$ cat src/rtl/msrh_lsu_pkg.sv
// Shared LSU types: issue payload, EX2 hazard codes and replay entry states.
package msrh_lsu_pkg;

  localparam int unsigned MEM_Q_SIZE     = 8;
  localparam int unsigned LRQ_ENTRY_SIZE = 4;

  typedef struct packed {
    logic        valid;
    logic [31:0] inst;
    logic [5:0]  cmt_id;
    logic [1:0]  grp_id;
  } issue_t;

  typedef enum logic [1:0] {
    EX2_HAZ_NONE,
    EX2_HAZ_L1D_CONFLICT,
    EX2_HAZ_LRQ_CONFLICT,
    EX2_HAZ_LRQ_ASSIGNED
  } ex2_haz_t;

  typedef enum logic [2:0] {
    REPLAY_IDLE,
    REPLAY_WAIT_TLB,
    REPLAY_WAIT_REFILL,
    REPLAY_WAIT_LRQ_FREE,
    REPLAY_BACKOFF,
    REPLAY_READY,
    REPLAY_INFLIGHT
  } replay_state_t;

endpackage

$ cat src/rtl/msrh_lsu_replay_entry.sv
// One memory-queue entry's replay state: hazard wait, wake-up and grant tracking.
module msrh_lsu_replay_entry
  import msrh_lsu_pkg::*;
#(
  parameter int unsigned LRQ_SIZE    = LRQ_ENTRY_SIZE,
  parameter int unsigned BACKOFF_CYC = 3
) (
  input  logic                i_clk,
  input  logic                i_reset_n,
  input  logic                i_clear,
  input  logic                i_ex1_haz_vld,
  input  logic                i_ex2_update,
  input  ex2_haz_t            i_ex2_hazard_typ,
  input  logic [LRQ_SIZE-1:0] i_ex2_lrq_index_oh,
  input  logic                i_tlb_resolve,
  input  logic                i_lrq_resolve_vld,
  input  logic [LRQ_SIZE-1:0] i_lrq_resolve_index_oh,
  input  logic                i_lrq_free,
  input  logic                i_grant,
  output logic                o_ready
);

  localparam logic [2:0] BACKOFF_INIT = 3'(BACKOFF_CYC);

  replay_state_t       r_state, w_state_next;
  logic [LRQ_SIZE-1:0] r_mask, w_mask_next;
  logic [2:0]          r_cnt, w_cnt_next;
  logic                w_fresh_backoff;

  always_ff @(posedge i_clk or negedge i_reset_n) begin
    if (!i_reset_n) begin
      r_state <= REPLAY_IDLE;
      r_mask  <= '0;
      r_cnt   <= '0;
    end else begin
      r_state <= w_state_next;
      r_mask  <= w_mask_next;
      r_cnt   <= w_cnt_next;
    end
  end

  always_comb begin
    w_state_next    = r_state;
    w_mask_next     = r_mask;
    w_cnt_next      = r_cnt;
    w_fresh_backoff = 1'b0;
    if (i_clear) begin
      w_state_next = REPLAY_IDLE;
      w_mask_next  = '0;
      w_cnt_next   = '0;
    end else begin
      if (i_ex1_haz_vld) begin
        w_state_next = REPLAY_WAIT_TLB;
      end else if (i_ex2_update) begin
        case (i_ex2_hazard_typ)
          EX2_HAZ_L1D_CONFLICT: begin
            w_state_next    = REPLAY_BACKOFF;
            w_cnt_next      = BACKOFF_INIT;
            w_fresh_backoff = 1'b1;
          end
          EX2_HAZ_LRQ_CONFLICT: w_state_next = REPLAY_WAIT_LRQ_FREE;
          EX2_HAZ_LRQ_ASSIGNED: begin
            w_state_next = REPLAY_WAIT_REFILL;
            w_mask_next  = i_ex2_lrq_index_oh;
          end
          default: w_state_next = REPLAY_IDLE;
        endcase
      end else if (r_state == REPLAY_READY && i_grant) begin
        w_state_next = REPLAY_INFLIGHT;
      end

      // Wake is evaluated on the post-report state so a coincident wake is not lost.
      // The report cycle counts as the first backoff cycle: READY once the count would reach 1.
      case (w_state_next)
        REPLAY_WAIT_TLB:
          if (i_tlb_resolve) w_state_next = REPLAY_READY;
        REPLAY_WAIT_REFILL:
          if (i_lrq_resolve_vld && |(w_mask_next & i_lrq_resolve_index_oh))
            w_state_next = REPLAY_READY;
        REPLAY_WAIT_LRQ_FREE:
          if (i_lrq_free) w_state_next = REPLAY_READY;
        REPLAY_BACKOFF: begin
          if (w_fresh_backoff ? (w_cnt_next <= 3'd1) : (w_cnt_next <= 3'd2)) begin
            w_state_next = REPLAY_READY;
            w_cnt_next   = '0;
          end else if (!w_fresh_backoff) begin
            w_cnt_next = w_cnt_next - 3'd1;
          end
        end
        default: ;
      endcase
    end
  end

  assign o_ready = (r_state == REPLAY_READY);

endmodule

$ cat src/rtl/msrh_lsu_replay_sched.sv
// LSU replay scheduler: per-entry hazard tracking, round-robin pick of one READY
// entry per cycle and a registered EX0 replay payload.
module msrh_lsu_replay_sched
  import msrh_lsu_pkg::*;
#(
  parameter int unsigned ENTRY_SIZE  = MEM_Q_SIZE,
  parameter int unsigned LRQ_SIZE    = LRQ_ENTRY_SIZE,
  parameter int unsigned BACKOFF_CYC = 3
) (
  input  logic                  i_clk,
  input  logic                  i_reset_n,
  input  issue_t                i_entry_issue [ENTRY_SIZE],
  input  logic [ENTRY_SIZE-1:0] i_entry_clear,
  input  logic                  i_ex1_haz_vld,
  input  logic [ENTRY_SIZE-1:0] i_ex1_index_oh,
  input  logic                  i_ex2_update,
  input  logic [ENTRY_SIZE-1:0] i_ex2_index_oh,
  input  ex2_haz_t              i_ex2_hazard_typ,
  input  logic [LRQ_SIZE-1:0]   i_ex2_lrq_index_oh,
  input  logic                  i_tlb_resolve,
  input  logic                  i_lrq_resolve_vld,
  input  logic [LRQ_SIZE-1:0]   i_lrq_resolve_index_oh,
  input  logic                  i_lrq_free,
  output issue_t                o_replay_issue,
  output logic [ENTRY_SIZE-1:0] o_replay_index_oh
);

  localparam int unsigned IDX_W = (ENTRY_SIZE > 1) ? $clog2(ENTRY_SIZE) : 1;

  logic [ENTRY_SIZE-1:0] w_ready, w_cand, w_grant_oh;
  logic                  w_grant_vld;
  logic [IDX_W-1:0]      w_grant_idx, w_scan, r_rr_ptr, w_rr_ptr_next;
  issue_t                w_grant_issue;

  for (genvar g = 0; g < ENTRY_SIZE; g++) begin : g_entry
    msrh_lsu_replay_entry #(
      .LRQ_SIZE    (LRQ_SIZE),
      .BACKOFF_CYC (BACKOFF_CYC)
    ) u_entry (
      .i_clk                  (i_clk),
      .i_reset_n              (i_reset_n),
      .i_clear                (i_entry_clear[g]),
      .i_ex1_haz_vld          (i_ex1_haz_vld & i_ex1_index_oh[g]),
      .i_ex2_update           (i_ex2_update & i_ex2_index_oh[g]),
      .i_ex2_hazard_typ       (i_ex2_hazard_typ),
      .i_ex2_lrq_index_oh     (i_ex2_lrq_index_oh),
      .i_tlb_resolve          (i_tlb_resolve),
      .i_lrq_resolve_vld      (i_lrq_resolve_vld),
      .i_lrq_resolve_index_oh (i_lrq_resolve_index_oh),
      .i_lrq_free             (i_lrq_free),
      .i_grant                (w_grant_oh[g]),
      .o_ready                (w_ready[g])
    );
  end

  // An entry being killed this cycle must not be replayed.
  assign w_cand = w_ready & ~i_entry_clear;

  always_comb begin
    w_grant_oh  = '0;
    w_grant_idx = '0;
    w_grant_vld = 1'b0;
    w_scan      = '0;
    for (int unsigned k = 0; k < ENTRY_SIZE; k++) begin
      w_scan = IDX_W'((32'(r_rr_ptr) + k) % ENTRY_SIZE);
      if (!w_grant_vld && w_cand[w_scan]) begin
        w_grant_vld        = 1'b1;
        w_grant_idx        = w_scan;
        w_grant_oh[w_scan] = 1'b1;
      end
    end
  end

  always_comb begin
    w_rr_ptr_next = r_rr_ptr;
    if (w_grant_vld) begin
      w_rr_ptr_next = (32'(w_grant_idx) == ENTRY_SIZE - 1) ? '0 : w_grant_idx + 1'b1;
    end
  end

  always_comb begin
    w_grant_issue = '0;
    if (w_grant_vld) begin
      w_grant_issue       = i_entry_issue[w_grant_idx];
      w_grant_issue.valid = 1'b1;
    end
  end

  always_ff @(posedge i_clk or negedge i_reset_n) begin
    if (!i_reset_n) begin
      r_rr_ptr          <= '0;
      o_replay_issue    <= '0;
      o_replay_index_oh <= '0;
    end else begin
      r_rr_ptr          <= w_rr_ptr_next;
      o_replay_issue    <= w_grant_issue;
      o_replay_index_oh <= w_grant_oh;
    end
  end

  a_replay_onehot0 : assert property (@(posedge i_clk) disable iff (!i_reset_n)
    $onehot0(o_replay_index_oh));

  a_grant_was_ready : assert property (@(posedge i_clk) disable iff (!i_reset_n)
    (w_grant_oh & ~w_ready) == '0);

  a_ex1_ex2_disjoint : assert property (@(posedge i_clk) disable iff (!i_reset_n)
    !(i_ex1_haz_vld && i_ex2_update && |(i_ex1_index_oh & i_ex2_index_oh)));

endmodule
$ cat config.mk
export PLATFORM = sky130hd
export DESIGN_NAME = msrh_lsu_replay_sched
export DESIGN_NICKNAME = d
export VERILOG_FILES = /design/src/rtl/msrh_lsu_pkg.sv /design/src/rtl/msrh_lsu_replay_entry.sv /design/src/rtl/msrh_lsu_replay_sched.sv
export SDC_FILE = /design/constraint.sdc
export NUM_CORES = 1
export LEC_CHECK = 0
export CAP_MARGIN = 20
export CORE_MARGIN = 1
export CORE_UTILIZATION = 29
export DETAILED_ROUTE_END_ITERATION = 8
export PLACE_DENSITY_LB_ADDON = 0.08
export SYNTH_ARGS = -nofsm -noshare
export SYNTH_HDL_FRONTEND = slang
export SYNTH_SLANG_ARGS = --single-unit
$ cat constraint.sdc
create_clock -name i_clk -period 9.8 [get_ports i_clk]
set_clock_uncertainty 0.15 [all_clocks]
set_input_delay 2.94 -clock i_clk [delete_from_list [all_inputs] [get_ports i_clk]]
set_output_delay 2.94 -clock i_clk [all_outputs]
set_load 0.005 [all_outputs]
== After elaboration in Yosys (flattened, before gate mapping) ==
Cells that the tools add are included.
W data, S select, Z words.

* Register bits after elaboration: 132
* Latch bits: 0
* RAM bits: 0
* Bits in read-only memories: 0
* Input bits: 369
* Output and inout bits: 49
* Logic and storage cells: 482
* Memories kept: 0

* $add $sub $neg: 16
* $mul: 0
* Divide/modulo/power cells: 0
* Order comparisons: 33
* Equality and inequality tests: 44
* Shift operators: 0
* Muxes and demuxes: 279
* Bitwise operators: 34
* Reduce and logical (&&, ||, !) cells: 46

{| class="wikitable"
|+ Operator list
! operator !! number
|-
| $mux W3 || 145
|-
| $mux W4 || 40
|-
| $bmux W41 S3 || 1
|-
| $pmux W3 S4 || 8
|-
| $mux W40 || 2
|-
| $mux W8 || 8
|-
| $mux W1 || 57
|-
| $or A8 B8 Y8 || 7
|-
| $eq A3 B3 Y1 const B || 17
|-
| $eq A3 B2 Y1 const B || 16
|-
| $mux W41 || 1
|-
| $and A4 B4 Y4 || 8
|-
| $lt A3 B4 Y1 const B || 8
|-
| $reduce_or A4 Y1 || 8
|-
| $logic_and A1 B1 Y1 || 31
|-
| $bmux W1 S3 || 8
|-
| $demux W1 S3 || 8
|-
| $eq A3 B1 Y1 const B || 8
|-
| $ge A3 B1 Y1 const B || 8
|-
| $le A3 B1 Y1 const B || 8
|-
| $le A3 B2 Y1 const B || 8
|-
| $sub A3 B1 Y3 const B || 8
|-
| $and A1 B1 Y1 || 16
|-
| $add A3 B3 Y3 const B || 4
|-
| other kinds (10) || 19
|}

== Depth between registers and ports, before layout ==
* Depth in word-level cells: 34
* Mapped depth: 16
* Mapped depth without buffers: 12

== Cells and area by module ==
A second synthesis with hierarchy kept.

* Cell total of the unflattened synthesis: 1475
* Area, all modules: 13006.2 um^2

{| class="wikitable"
|+ By module, submodules not included
! module !! instances !! cells an instance !! area an instance (um^2) !! seq. area each (um^2)
|-
| msrh_lsu_replay_sched || 1 || 891 || 7380.8 || 1301.2
|-
| msrh_lsu_replay_entry || 8 || 73 || 703.2 || 250.2
|}

== Worst setup path before layout ==
Ideal clock, no wire load.

* Path type: input to register
* Start: in i_entry_clear[2]
* End: reg o_replay_issue[29] (netlist name)
* Data arrival time: 5.841 ns
* Path slack: 3.667 ns
* Stages on the path: 13
* Cells stage by stage: buf_2 -> and4bb_1 -> a22oi_2 -> nand2_1 -> or4_1 -> nor3_2 -> nor3b_2 -> a21oi_2 -> buf_6 -> buf_6 -> mux4_2 -> nand2_1 -> o221ai_1

{| class="wikitable"
|+ RTL lines
! item !! line !! text
|-
| from (decl) || msrh_lsu_replay_sched.sv:13 || <nowiki>input logic [ENTRY_SIZE-1:0] i_entry_clear,</nowiki>
|-
| to (signal assigned) || msrh_lsu_replay_sched.sv:96 || <nowiki>o_replay_issue <= w_grant_issue;</nowiki>
|-
| to (decl) || msrh_lsu_replay_sched.sv:24 || <nowiki>output issue_t o_replay_issue,</nowiki>
|}

==> metrics.txt <==
# TYPE chip_impl_metric gauge
chip_impl_info{name="ys_dominant_reg_cell",value="sky130_fd_sc_hd__dfrtp_1"} 1
chip_impl_metric{name="grt_pass1_wl",unit="um"} 69000
chip_impl_metric{name="area_taken_by_multi_input_logic_gates",unit="um2"} 7300
chip_impl_metric{name="number_of_buffers_created_by_cts",unit=""} 17
chip_impl_metric{name="fp.dieArea",unit="um2"} 38900
chip_impl_metric{name="finalSetupViolations",unit=""} 0
chip_impl_metric{name="syn_area_per_cell",unit="um2"} 9.37
chip_impl_metric{name="std_cell_rows",unit=""} 71
chip_impl_metric{name="hold_viol_final",unit=""} 0
chip_impl_metric{name="netlist.area_leader.share",unit="%"} 29.9
chip_impl_metric{name="initial_core_util",unit="%"} 29.4
chip_impl_metric{name="final_layout_size_suffix_gt1_share",unit="%"} 10.1
chip_impl_metric{name="wl_per_cell",unit="um"} 22.7
chip_impl_metric{name="timing.final.crit_period",unit="ns"} 7.71
chip_impl_metric{name="drcViolationCount",unit=""} 0
chip_impl_metric{name="grt_pass1_vias",unit=""} 11000
chip_impl_metric{name="final_net_count",unit=""} 1965
chip_impl_metric{name="top_level_ports",unit=""} 418
chip_impl_metric{name="finalWeightedCongestion",unit=""} 0.914
chip_impl_metric{name="fin_setup_tns",unit="ns"} 0
chip_impl_metric{name="worst_ir_drop_vdd",unit="mV"} 0.203
chip_impl_info{name="result_of_the_run",value="finished, final reports clean"} 1
chip_impl_metric{name="clock_share_of_power",unit="%"} 16.7
chip_impl_metric{name="sequential_cell_area",unit="um2"} 3300
chip_impl_metric{name="globalRouteMet1Util",unit="%"} 31.5
chip_impl_info{name="synth_commonest_cells",value="133 x sky130_fd_sc_hd__mux2i_1, 132 x sky130_fd_sc_hd__dfrtp_1, 117 x sky130_fd_sc_hd__nand2_1, 113 x sky130_fd_sc_hd__nor2_1, 48 x sky130_fd_sc_hd__mux4_2"} 1
chip_impl_info{name="timing.critical_path.max_delay_family",value="compound AO/OA/AOI/OAI gates"} 1
chip_impl_metric{name="synth_fp_nets",unit=""} 1580
chip_impl_metric{name="timing.slew.headroom",unit="%"} 42.1
chip_impl_metric{name="htree_levels",unit=""} 4
chip_impl_metric{name="maximum_cell_stage_delay_along_the_critical_path",unit="ns"} 0.82
chip_impl_metric{name="max-clock-path-buffers",unit=""} 2
chip_impl_metric{name="post_synth_mux_area_share",unit="%"} 22.6
chip_impl_metric{name="max_clk_rate",unit="GHz"} 0.130
chip_impl_info{name="synth.largest_area_cell",value="sky130_fd_sc_hd__dfrtp_1"} 1
chip_impl_metric{name="maxSlewViolCount",unit=""} 0
chip_impl_metric{name="detailed_place_hpwl",unit="um"} 37400
chip_impl_metric{name="synth-async-reset-ratio",unit="%"} 100
chip_impl_metric{name="total_switching_power",unit="W"} 0.00180
chip_impl_metric{name="timing.hold.ws",unit="ns"} 0.361
chip_impl_metric{name="cts.sink_count",unit=""} 132
chip_impl_metric{name="synth_seq_area_share",unit="%"} 29.9
chip_impl_metric{name="p_comb_share",unit="%"} 66.0
chip_impl_metric{name="path_buf_inv",unit=""} 2
chip_impl_metric{name="post_synth_xor_area_fraction",unit="%"} 0.396
chip_impl_metric{name="synth-simple-area-share",unit="%"} 19.5
chip_impl_metric{name="post_synthesis_register_bit_count",unit=""} 132
chip_impl_metric{name="drt-initial-drc-count",unit=""} 738
chip_impl_metric{name="syn_inst",unit=""} 1180
chip_impl_info{name="cp_common_cell",value="sky130_fd_sc_hd__mux4_2"} 1
chip_impl_metric{name="ant_nets",unit=""} 0
chip_impl_metric{name="num_vias",unit=""} 11300
chip_impl_metric{name="synth_compound_gate_area_share",unit="%"} 19.7
chip_impl_metric{name="seq_pwr_share",unit="%"} 17.3
chip_impl_metric{name="syn_to_final_growth",unit="%"} 47.7
chip_impl_metric{name="cellInternalPower",unit="W"} 0.00240
chip_impl_metric{name="grt_util_all_layers",unit="%"} 24.1
chip_impl_metric{name="yosys.area_share.adder",unit="%"} 3.51
chip_impl_metric{name="dieHeight",unit="um"} 197
chip_impl_metric{name="worst_setup_hold_path_clk_slew",unit="ns"} 0.06
chip_impl_metric{name="post_cts.resized_instances",unit=""} 0
chip_impl_metric{name="crit_path_max_fanout",unit=""} 30
chip_impl_metric{name="actual_slew_at_the_worst_max_slew_pin",unit="ns"} 0.861
chip_impl_info{name="top_usage_layer",value="met2"} 1
chip_impl_metric{name="via_per_inst",unit=""} 5.41
chip_impl_info{name="crit_path_start_kind",value="primary input"} 1
chip_impl_info{name="most_frequent_cell_after_synthesis",value="sky130_fd_sc_hd__mux2i_1"} 1
chip_impl_metric{name="dr.pass1.iters",unit=""} 5
chip_impl_metric{name="netlist-cell-type-count",unit=""} 90
chip_impl_metric{name="grtUsageMet3",unit="%"} 5.63
chip_impl_info{name="synth_top_family_by_area",value="multiplexers"} 1
chip_impl_metric{name="grt_util_met2",unit="%"} 39.9
chip_impl_info{name="cell_chosen_for_the_clock_root",value="sky130_fd_sc_hd__clkbuf_16"} 1
chip_impl_metric{name="buffer_ports.inserted",unit=""} 409
chip_impl_metric{name="yosys_warnings",unit=""} 0
chip_impl_metric{name="worst_ep_required_time",unit="ns"} 9.89
chip_impl_metric{name="final_core_utilization",unit="%"} 43.5
chip_impl_metric{name="setup_fix_buffers_added_after_clock_tree_synthesis",unit=""} 0
chip_impl_metric{name="antenna_found_initial",unit=""} 5
chip_impl_metric{name="grt_overflow_total",unit=""} 0
chip_impl_metric{name="power_dens_cells",unit="nW/um2"} 257
chip_impl_metric{name="drt_wl_total",unit="um"} 47400
chip_impl_info{name="timing.hold.worst.class",value="flip-flop to flip-flop"} 1
chip_impl_metric{name="fp.coreArea",unit="um2"} 37600
chip_impl_metric{name="net_switching_fraction_of_the_power",unit="%"} 42.8
chip_impl_metric{name="fillCellCount",unit=""} 3698
chip_impl_info{name="startpoint_to_endpoint_class_of_the_critical_path",value="primary input to flip-flop"} 1
chip_impl_metric{name="clock_insertion_delay_worst_skew",unit="ns"} 0.44
chip_impl_info{name="cp_cell_sequence",value="clkdlybuf4s50_1 -> nand4bb_1 -> mux2i_1 -> mux4_2 -> o32a_4 -> nor3_2 -> nor3b_2 -> a21oi_4 -> buf_12 -> mux4_2 -> nand2_1 -> o221ai_1"} 1
chip_impl_info{name="cpMaxStageDelayCell",value="sky130_fd_sc_hd__clkdlybuf4s50_1"} 1
chip_impl_info{name="tritoncts",value="yes"} 1
chip_impl_metric{name="leakagePower",unit="nW"} 6.64
chip_impl_info{name="synth_top_cells_by_area",value="sky130_fd_sc_hd__dfrtp_1 30%, sky130_fd_sc_hd__mux2i_1 12%, sky130_fd_sc_hd__mux4_2 9.8%"} 1
chip_impl_metric{name="final.period_utilization",unit="%"} 78.7
chip_impl_info{name="timing.critical_path.to_type",value="flip-flop"} 1
chip_impl_metric{name="drv.max_cap_violation_count",unit=""} 0
chip_impl_info{name="setup_repair_after_global_routing_missed_its_margin",value="no"} 1
chip_impl_metric{name="cts_hold_buf",unit=""} 0
chip_impl_metric{name="syn-cell-area",unit="um2"} 11100
chip_impl_metric{name="synth-edff-count",unit=""} 0
chip_impl_metric{name="dieWidth",unit="um"} 197
chip_impl_metric{name="critical_path_arrival",unit="ns"} 7.80
chip_impl_metric{name="grt_max_degree",unit=""} 70
-- final timing paths --
| check | from | end | slack, ns | cells past startpoint |
|---|---|---|---|---|
| worst max-delay path | i_entry_clear[5] | o_replay_issue[10] | 2.09 | 12 |
| worst min-delay path | g_entry[5].u_entry.r_mask[2] | g_entry[5].u_entry.r_mask[2] | 0.36 | 2 |
| worst max register to register | r_rr_ptr[0] | o_replay_issue[10] | 3.41 | 14 |
| worst min register to register | g_entry[5].u_entry.r_mask[2] | g_entry[5].u_entry.r_mask[2] | 0.36 | 2 |
| max in group asynchronous | i_reset_n | g_entry[7].u_entry.r_mask[1] | 5.99 | 3 |
| min in group asynchronous | i_reset_n | o_replay_issue[10] | 2.34 | 1 |
-- registers in the layout (all words and copies together), names as in the netlist --
register                 cells
o_replay_issue              41
g_entry.u_entry.r_mask      32
g_entry.u_entry.r_cnt       24
r_rr_ptr                     3
o_replay_index_oh            8
g_entry.u_entry.r_state     24
-- power groups by stage --
| stage | registers, W | logic [W] | clock network [W] |
|---|---|---|---|
| after global placement | 0.000736 | 0.00276 | 0 |
| final | 0.000726 | 0.00277 | 0.000700 |
| after floorplan | 0.000717 | 0.00190 | 0 |
| after CTS | 0.000728 | 0.00277 | 0.000722 |
| after global routing | 0.000738 | 0.00301 | 0.000747 |
| after detailed placement | 0.000736 | 0.00276 | 0 |
-- worst reg2reg max path: stages (launching register included) --
cell and delay, ns:
sky130_fd_sc_hd__dfrtp_1 0.32, sky130_fd_sc_hd__buf_4 0.44, sky130_fd_sc_hd__clkinv_2 0.45, sky130_fd_sc_hd__ha_1 0.91, sky130_fd_sc_hd__nor2b_1 0.24, sky130_fd_sc_hd__a22oi_2 0.35, sky130_fd_sc_hd__o221ai_1 0.26, sky130_fd_sc_hd__or4_1 0.72
sky130_fd_sc_hd__nor3_2 0.37, sky130_fd_sc_hd__nor3b_2 0.14, sky130_fd_sc_hd__a21oi_4 0.71, sky130_fd_sc_hd__buf_12 0.34, sky130_fd_sc_hd__mux4_2 0.55, sky130_fd_sc_hd__nand2_1 0.07, sky130_fd_sc_hd__o221ai_1 0.17
-- placed cells by master (no fill, tap or decap), types with 10 or more instances in the layout --
cell,netlist,final
sky130_fd_sc_hd__clkdlybuf4s50_1,0,408
sky130_fd_sc_hd__mux2i_1,133,133
sky130_fd_sc_hd__dfrtp_1,132,132
sky130_fd_sc_hd__nand2_1,117,115
sky130_fd_sc_hd__nor2_1,113,112
sky130_fd_sc_hd__mux4_2,48,48
sky130_fd_sc_hd__inv_1,46,46
sky130_fd_sc_hd__a21oi_1,46,46
sky130_fd_sc_hd__o221ai_1,46,46
sky130_fd_sc_hd__o21ai_0,42,42
sky130_fd_sc_hd__nor3_1,31,31
sky130_fd_sc_hd__ha_1,31,31
sky130_fd_sc_hd__nand3_1,24,24
sky130_fd_sc_hd__a211oi_1,21,21
sky130_fd_sc_hd__nor2b_1,20,20
sky130_fd_sc_hd__and2_1,18,18
sky130_fd_sc_hd__buf_4,1,18
sky130_fd_sc_hd__o22ai_1,17,17
sky130_fd_sc_hd__clkbuf_16,0,17
sky130_fd_sc_hd__nand2b_1,14,14
sky130_fd_sc_hd__a22oi_1,12,12
sky130_fd_sc_hd__or2_2,12,12
sky130_fd_sc_hd__a31oi_1,11,11
sky130_fd_sc_hd__nand4_1,10,10
-- stage by stage --
stage	instance area (um2)	setup WS (ns)	instances	total power, W
after CTS	16300	2.06	2086	0.00422
after global routing	16300	1.85	2089	0.00450
after floorplan	11100	3.67	1180	0.00262
after detailed placement	15700	1.61	2055	0.00350
final	16300	2.09	2090	0.00420
after global placement	15700	1.65	2055	0.00350
-- cell families (layout without fill, tap and decap cells) --
group,Yosys count,count (layout)
other,0,2
DFF,132,132
buffers and inverters,111,508
and+or+nand+nor,419,419
adders and majority gates,31,31
xor gates and xnor gates,5,5
AOI/OAI and AO/OA,293,293
muxes,189,189
-- cell type report --
| type | instances | share of cell area, % |
|---|---|---|
| multi-input cells | 937 | 44.7 |
| inverters | 47 | 1.09 |
| diodes | 2 | 0.0306 |
| clock buffers | 18 | 2.69 |
| flip-flops and latches | 132 | 20.2 |
| well taps | 511 | 3.91 |
| clock inverters | 13 | 1.11 |
| repair buffers | 430 | 26.3 |
-- layer usage --
| metal | vias to the layer above | routed length (um) |
|---|---|---|
| met3 | 57 | 3030 |
| met2 | 419 | 23300 |
| met1 | 5542 | 20100 |
| met5 | - | 64 |
| met4 | 8 | 951 |
| li1 | 5276 | - |
Power figures use the tool's default switching activity.
